--- src/rtl/bpu_pkg.sv ---
// Shared definitions for the global-history branch predictor.
//   - Branch-type encodings as reported by the EX slots.
//   - 2-bit saturating counter encodings held in the PHT.
//   - Update-queue entry layout at the default table size.
package bpu_pkg;

    localparam int unsigned BPU_IDX_W      = 9;
    localparam int unsigned BPU_FIFO_DEPTH = 4;

    typedef enum logic [1:0] {
        TYPE_NO     = 2'b00,
        TYPE_BRANCH = 2'b01,
        TYPE_RET    = 2'b10,
        TYPE_J      = 2'b11
    } br_type_e;

    typedef enum logic [1:0] {
        SNT = 2'b00,
        WNT = 2'b01,
        WT  = 2'b10,
        ST  = 2'b11
    } pht_ctr_e;

    typedef struct packed {
        logic [BPU_IDX_W-1:0] idx;
        logic                 taken;
    } upd_entry_t;

endpackage

--- src/rtl/bpu_upd_fifo.sv ---
// Update queue: two write ports, one read port, synchronous.
//   clk, rst         clock, synchronous active-high reset
//   flush            empties the queue at the next edge (contents discarded)
//   wr0_en/wr0_data  first (older) entry written this cycle
//   wr1_en/wr1_data  second (younger) entry; only valid together with wr0_en
//   rd_en            pop the head at the next edge (ignored when empty)
//   rd_data          head entry, combinational from the read pointer
//   count            occupancy
module bpu_upd_fifo #(
    parameter int unsigned DEPTH  = 4,
    parameter int unsigned DATA_W = 10
) (
    input  logic                     clk,
    input  logic                     rst,
    input  logic                     flush,
    input  logic                     wr0_en,
    input  logic [DATA_W-1:0]        wr0_data,
    input  logic                     wr1_en,
    input  logic [DATA_W-1:0]        wr1_data,
    input  logic                     rd_en,
    output logic [DATA_W-1:0]        rd_data,
    output logic [$clog2(DEPTH):0]   count
);

    localparam int unsigned PTR_W = $clog2(DEPTH);
    localparam int unsigned CNT_W = PTR_W + 1;

    logic [DATA_W-1:0] mem [DEPTH];
    logic [PTR_W-1:0]  wptr;
    logic [PTR_W-1:0]  rptr;
    logic [1:0]        n_wr;
    logic              pop;

    assign n_wr    = {1'b0, wr0_en} + {1'b0, wr1_en};
    assign pop     = rd_en && (count != '0);
    assign rd_data = mem[rptr];

    always_ff @(posedge clk) begin
        if (wr0_en) begin
            mem[wptr] <= wr0_data;
        end
        if (wr1_en) begin
            mem[wptr + PTR_W'(1)] <= wr1_data;
        end
    end

    // Pointers wrap silently; occupancy is tracked separately in count.
    always_ff @(posedge clk) begin
        if (rst || flush) begin
            wptr  <= '0;
            rptr  <= '0;
            count <= '0;
        end else begin
            wptr  <= wptr + PTR_W'(n_wr);
            rptr  <= rptr + PTR_W'(pop);
            count <= count + CNT_W'(n_wr) - CNT_W'(pop);
        end
    end

endmodule

--- src/rtl/bht_update_sched.sv ---
// Update-side controller for the GHR-XOR-PC indexed PHT.
// Owns the global history, accepts up to two resolved branches per cycle,
// queues their PHT updates and issues one PHT write per cycle. After reset
// or a software clear it sweeps every PHT entry to SNT/invalid.
//   clk, rst                     clock, synchronous active-high reset
//   ex1_* / ex2_*                resolved branches (slot 2 younger)
//   clr_req_i                    discard history and re-sweep the table
//   upd_ready_o                  EX may present branches this cycle
//   ghr_o                        global history for the predict side
//   pht_we_o/clr/idx/taken       PHT write port
//   init_busy_o                  sweep in progress
// Optional: define BPU_UPD_PERF_EN to add perf_upd_cnt_o / perf_stall_cnt_o.
module bht_update_sched
    import bpu_pkg::*;
#(
    parameter int unsigned FIFO_DEPTH = BPU_FIFO_DEPTH,
    parameter int unsigned IDX_W      = BPU_IDX_W
) (
    input  logic             clk,
    input  logic             rst,
    input  logic [1:0]       ex1_type_i,
    input  logic             ex1_taken_i,
    input  logic [31:0]      ex1_pc_i,
    input  logic [1:0]       ex2_type_i,
    input  logic             ex2_taken_i,
    input  logic [31:0]      ex2_pc_i,
    input  logic             clr_req_i,
    output logic             upd_ready_o,
    output logic [IDX_W-1:0] ghr_o,
    output logic             pht_we_o,
    output logic             pht_clr_o,
    output logic [IDX_W-1:0] pht_idx_o,
    output logic             pht_taken_o,
    output logic             init_busy_o
`ifdef BPU_UPD_PERF_EN
   ,output logic [31:0]      perf_upd_cnt_o,
    output logic [31:0]      perf_stall_cnt_o
`endif
);

    localparam int unsigned CNT_W = $clog2(FIFO_DEPTH) + 1;

    typedef enum logic {
        S_INIT,
        S_RUN
    } state_e;

    state_e           state;
    logic [IDX_W-1:0] sweep_cnt;
    logic [IDX_W-1:0] ghr;

    logic [CNT_W-1:0] fifo_count;
    logic [IDX_W:0]   fifo_head;
    logic             fifo_flush;
    logic             pop;
    logic             wr0_en;
    logic             wr1_en;
    logic [IDX_W:0]   wr0_data;
    logic [IDX_W:0]   wr1_data;

    logic             in_run;
    logic             b1;
    logic             b2;
    logic             accept;
    logic [IDX_W-1:0] idx1;
    logic [IDX_W-1:0] idx2;
    logic [IDX_W-1:0] ghr_a;
    logic [IDX_W-1:0] ghr_b;

    assign in_run      = (state == S_RUN);
    assign upd_ready_o = in_run && (fifo_count <= CNT_W'(FIFO_DEPTH - 2));
    assign accept      = upd_ready_o && !clr_req_i;
    assign fifo_flush  = in_run && clr_req_i;
    assign pop         = in_run && (fifo_count != '0);
    assign ghr_o       = ghr;
    assign init_busy_o = !in_run;

    assign b1 = (ex1_type_i == TYPE_BRANCH);
    assign b2 = (ex2_type_i == TYPE_BRANCH);

    // Slot 2 sees the history already shifted by slot 1 when slot 1 is a
    // branch. The queue is always written densely from port 0, so a lone
    // slot-2 branch goes through wr0.
    always_comb begin
        idx1     = ghr ^ ex1_pc_i[IDX_W+1:2];
        ghr_a    = b1 ? {ghr[IDX_W-2:0], ex1_taken_i} : ghr;
        idx2     = ghr_a ^ ex2_pc_i[IDX_W+1:2];
        ghr_b    = b2 ? {ghr_a[IDX_W-2:0], ex2_taken_i} : ghr_a;
        wr0_en   = accept && (b1 || b2);
        wr1_en   = accept && b1 && b2;
        wr0_data = b1 ? {idx1, ex1_taken_i} : {idx2, ex2_taken_i};
        wr1_data = {idx2, ex2_taken_i};
    end

    always_comb begin
        pht_we_o    = 1'b0;
        pht_clr_o   = 1'b0;
        pht_idx_o   = '0;
        pht_taken_o = 1'b0;
        if (!in_run) begin
            pht_we_o  = 1'b1;
            pht_clr_o = 1'b1;
            pht_idx_o = sweep_cnt;
        end else if (pop) begin
            pht_we_o    = 1'b1;
            pht_idx_o   = fifo_head[IDX_W:1];
            pht_taken_o = fifo_head[0];
        end
    end

    always_ff @(posedge clk) begin
        if (rst) begin
            state     <= S_INIT;
            sweep_cnt <= '0;
            ghr       <= '0;
        end else begin
            unique case (state)
                S_INIT: begin
                    sweep_cnt <= sweep_cnt + 1'b1;
                    if (sweep_cnt == '1) begin
                        state <= S_RUN;
                    end
                end
                S_RUN: begin
                    if (clr_req_i) begin
                        ghr       <= '0;
                        sweep_cnt <= '0;
                        state     <= S_INIT;
                    end else if (accept) begin
                        ghr <= ghr_b;
                    end
                end
                default: state <= S_INIT;
            endcase
        end
    end

    bpu_upd_fifo #(
        .DEPTH  (FIFO_DEPTH),
        .DATA_W (IDX_W + 1)
    ) u_fifo (
        .clk      (clk),
        .rst      (rst),
        .flush    (fifo_flush),
        .wr0_en   (wr0_en),
        .wr0_data (wr0_data),
        .wr1_en   (wr1_en),
        .wr1_data (wr1_data),
        .rd_en    (pop),
        .rd_data  (fifo_head),
        .count    (fifo_count)
    );

`ifdef BPU_UPD_PERF_EN
    always_ff @(posedge clk) begin
        if (rst || clr_req_i) begin
            perf_upd_cnt_o   <= '0;
            perf_stall_cnt_o <= '0;
        end else begin
            if (pop) begin
                perf_upd_cnt_o <= perf_upd_cnt_o + 32'd1;
            end
            if (in_run && !upd_ready_o && (b1 || b2)) begin
                perf_stall_cnt_o <= perf_stall_cnt_o + 32'd1;
            end
        end
    end
`endif

endmodule

--- config.mk ---
export PLATFORM = sky130hd
export DESIGN_NAME = bht_update_sched
export DESIGN_NICKNAME = d
export VERILOG_FILES = /design/src/rtl/bpu_pkg.sv /design/src/rtl/bpu_upd_fifo.sv /design/src/rtl/bht_update_sched.sv
export SDC_FILE = /design/constraint.sdc
export NUM_CORES = 1
export LEC_CHECK = 0
export CORE_MARGIN = 4
export CORE_UTILIZATION = 40
export CTS_CLUSTER_SIZE = 28
export DETAILED_ROUTE_END_ITERATION = 10
export GPL_TIMING_DRIVEN = 1
export PLACE_DENSITY_LB_ADDON = 0.25
export SLEW_MARGIN = 20
export SYNTH_ARGS = -nofsm -noshare
export SYNTH_HDL_FRONTEND = slang
export SYNTH_SLANG_ARGS = --single-unit
--- constraint.sdc ---
create_clock -name clk -period 3.1 [get_ports clk]
set_input_delay 0.62 -clock clk [delete_from_list [all_inputs] [get_ports clk]]
set_output_delay 0.62 -clock clk [all_outputs]
set_load 0.05 [all_outputs]
==> results by group <==
Run status
  • Status: finished clean

Clock network
  • Clock buffer count from CTS: 9
  • Clock Tree Root: clkbuf_8
  • CTS tree: done
  • Setup Fix Bufs, Post-CTS: 0
  • Max Root-Sink Buffers: 2
  • Worst-skew pair later-pin latency: around 340 ps
  • Reg clk slew, reported paths: 70 ps
  • Clock sinks: 66
  • Htree depth: 3

Global routing
  • Largest net degree at the start of global routing: 16
  • Gr usage total: 0.161
  • Vias in the first global route: 2605
  • Initial antenna violation count: 0
  • First-pass GRT wire length: 13600 um
  • Congestion Overflow GR: 0

Logic synthesis
  • Post-Syn Area per Cell: 12.0 um2
  • Number of flops mapped to enable cells by yosys: 40
  • Top cells by area, synth: edfxtp_1 33%, mux2i_1 15%, dfxtp_1 14%
  • Syn nets: 388
  • Top_reg_cell synth: edfxtp_1
  • Post-synth top area cell: edfxtp_1
  • Post-synthesis sequential element count: 66
  • YS warnings: 0
  • Async set or reset register ratio after synthesis: 0
  • Post-Synthesis Cells: 306
  • Seq/Total Area, Yosys: 0.468
  • Synth unique cells: 43
  • Synth top area share: 0.327
  • Synth Cell Area: 3680 um2

Place
  • GP Congestion: between 0.7 and 0.8
  • Detailed Place HPWL: 6310 um
  • IO Port Bufs: 49
  • Placed insts: between 400 and 500

Floorplan
  • Starting Density: 0.415
  • I/O pin total: 96
  • Core ar.: 8850 um2
  • Die Y-Extent: 104 um
  • Die X-Extent: between 100 and 150 um
  • Die ar.: roughly 11000 um2
  • Site Rows: 34

Final layout
  • Area delta synth->final: 23.0%
  • Nets: 452
  • Fillers: 801
  • Final std cells w/o fill: 483
  • Ant diodes: 0
  • Layout cells sized above 1: 0.149

Flow run
  • Max-cap check violation count: 0

Timing
  • Slew HR: 0.576
  • WHS: 532 ps
  • Fin Clk Skew: 7.38 ps
  • Worst slew pin tran: 636 ps
  • Max-slew violation count: 0
  • Fin Setup TNS: 0 ps
  • Final setup viols: 0
  • Crit path time final: about 2900 ps
  • Final Hold Viols: 0
  • Achievable clock frequency: 345 MHz
  • Unrepaired setup endpoints after global routing: no
  • Fin crit share: 0.935

Route
  • 1st-iter DRT viols: 83
  • Initial DRT Pass Iterations: 4
  • Post-DRT Antenna Nets: 0
  • Post-DR vias/cell: 5.36
  • DR DRC count: 0
  • Total Routed Length: 8640 um
  • Routed length per instance: about 18 um
  • Via count: between 2000 and 3000

Pwr
  • Lkg Pwr: about 1.9 nW
  • Cell Pwr Density: between 300 and 400 nW/um2
  • Max VDD drop: 0.232 mV

Min path
  • Hold path startpoint: sweep_cnt[5]$_SDFFE_PP0P_
  • Hold Path Stages: 2
  • Worst hold endpoint: sweep_cnt[5]$_SDFFE_PP0P_
  • HP Class: flip-flop to flip-flop

Worst setup path
  • CP top delay family: buffers and inverters
  • Buffer and inverter count on the worst path: 1
  • R2R depth: 12
  • Worst reg2reg endpoint: u_fifo.count[2]$_SDFF_PP0_
  • Crit start category: flip-flop
  • Critical-path cell with the highest stage delay: clkdlybuf4s50_1
  • Req. time, crit path: 2480 ps
  • Worst path max stage delay: 690 ps
  • Critical Path, Cell by Cell: mux4_2 > a22o_1 > clkdlybuf4s50_1
  • FF-to-FF setup slack: 600 ps
  • Crit-path max FO: 6
  • CP endpoint kind: output port
  • Crit path kind: flip-flop to output port
  • FF-to-FF Start: u_fifo.count[2]$_SDFF_PP0_
  • CP arrival: 2280 ps
-- per-layer routing --
| metal | wire [um] | track usage | share of wire |
|---|---|---|---|
| met5 | 0 | 0 | 0 |
| met4 | 116 | 0.0513 | 0.013 |
| met3 | 517 | 0.0403 | 0.060 |
| met2 | 4000 | 0.256 | 0.46 |
| met1 | 4000 | 0.217 | 0.46 |
-- worst max-delay path by stage --
stage	from	end	slack, ps	cells past startpoint
2_1_floorplan	u_fifo.count[2]$_SDFF_PP0_	u_fifo.count[2]$_SDFF_PP0_	240	12
3_3_place_gp	clr_req_i	u_fifo.count[2]$_SDFF_PP0_	140	11
3_5_place_dp	clr_req_i	u_fifo.count[2]$_SDFF_PP0_	150	11
4_1_cts	u_fifo.rptr[0]$_SDFF_PP0_	pht_idx_o[7]	3	3
5_1_grt	u_fifo.count[1]$_SDFF_PP0_	pht_idx_o[7]	90	5
6_report	u_fifo.rptr[0]$_SDFF_PP0_	pht_idx_o[7]	200	3
-- tightest hold or removal path, cell delays in order (launching register included) --
cell,delay [ps]
dfxtp_1,350
nand2_1,60
o21ai_0,60
-- cell usage in the layout (no fill, tap or decap), types with 2 or more instances in the layout --
master and instances:
a21oi_1 12, a22o_1 8, and2_1 4, buf_4 24, clkbuf_1 2, clkbuf_8 12
clkdlybuf4s50_1 43, dfxtp_1 25, edfxtp_1 40, ha_1 8, inv_1 9, mux2_1 2
mux2_2 2, mux2i_1 54, mux4_2 10, nand2_1 18, nand2_2 2, nand2b_1 4
nand3_1 6, nand4_1 3, nor2_1 19, nor2b_1 5, nor3_1 2, o211ai_1 2
o21ai_0 3, o221ai_1 8, o31ai_1 3, or3_1 4, xnor2_1 5, xor2_1 20
-- flip-flops by register name, indices dropped and copies added, names as in the netlist --
name,count
u_fifo.mem,40
ghr_o,9
sweep_cnt,9
u_fifo.count,3
u_fifo.rptr,2
u_fifo.wptr,2
in_run,1
-- stage by stage --
stage	cell area [um2]	utilization	setup slack, ps	total power [mW]
6_report	4520	0.511	201	1.79
5_1_grt	4520	0.511	88.6	1.85
4_1_cts	4520	0.511	2.60	1.80
3_5_place_dp	4340	0.490	148	1.13
3_3_place_gp	4340	0.490	143	1.12
2_1_floorplan	3680	-	238	1.06
-- power breakdown --
| part | internal (mW) | switching, mW | total (mW) | leakage, nW |
|---|---|---|---|---|
| Sequential | 0.936 | 0.00454 | 0.941 | 0.570 |
| Clock | 0.356 | 0.328 | 0.684 | 0.0970 |
| Combinational | 0.0802 | 0.0875 | 0.168 | 1.21 |
-- cell families (layout without fill, tap and decap cells) --
family / Yosys count / in the layout / share of synthesized area
flops: 66 / 66 / 0.468
buf+inv: 24 / 93 / 0.0344
xor+xnor: 25 / 25 / 0.0596
compound gates: 41 / 41 / 0.0790
simple gates: 72 / 72 / 0.103
mux: 68 / 68 / 0.221
fa+ha+maj: 10 / 10 / 0.0354
-- cells in the mapped netlist (all sizes together) (4+ instances only) --
cell type	instances
mux2i	54
edfxtp	40
dfxtp	26
nand2	20
xor2	20
nor2	19
a21oi	13
mux4	10
buf	9
inv	9
a22o	8
ha	8
o221ai	8
nand3	6
clkbuf	5
nor2b	5
xnor2	5
and2	4
mux2	4
nand2b	4
or3	4
-- final cells by class --
type	instances	area, um2	share of cell area
inverter	10	37.5	0.00830
clock inverter	2	11.3	0.00249
clock buffer	14	173	0.0382
timing repair buffer	67	611	0.135
tap	108	135	0.0299
sequential	66	1720	0.381
multi-input combinational	216	1830	0.405
-- timing repair --
action,4_1_cts,5_1_grt
endpoints found under the hold margin,0,0
hold buffers,0,0
resized for setup,0,1
endpoints found under the setup margin,0,2
(Power assumes the default switching activity.)
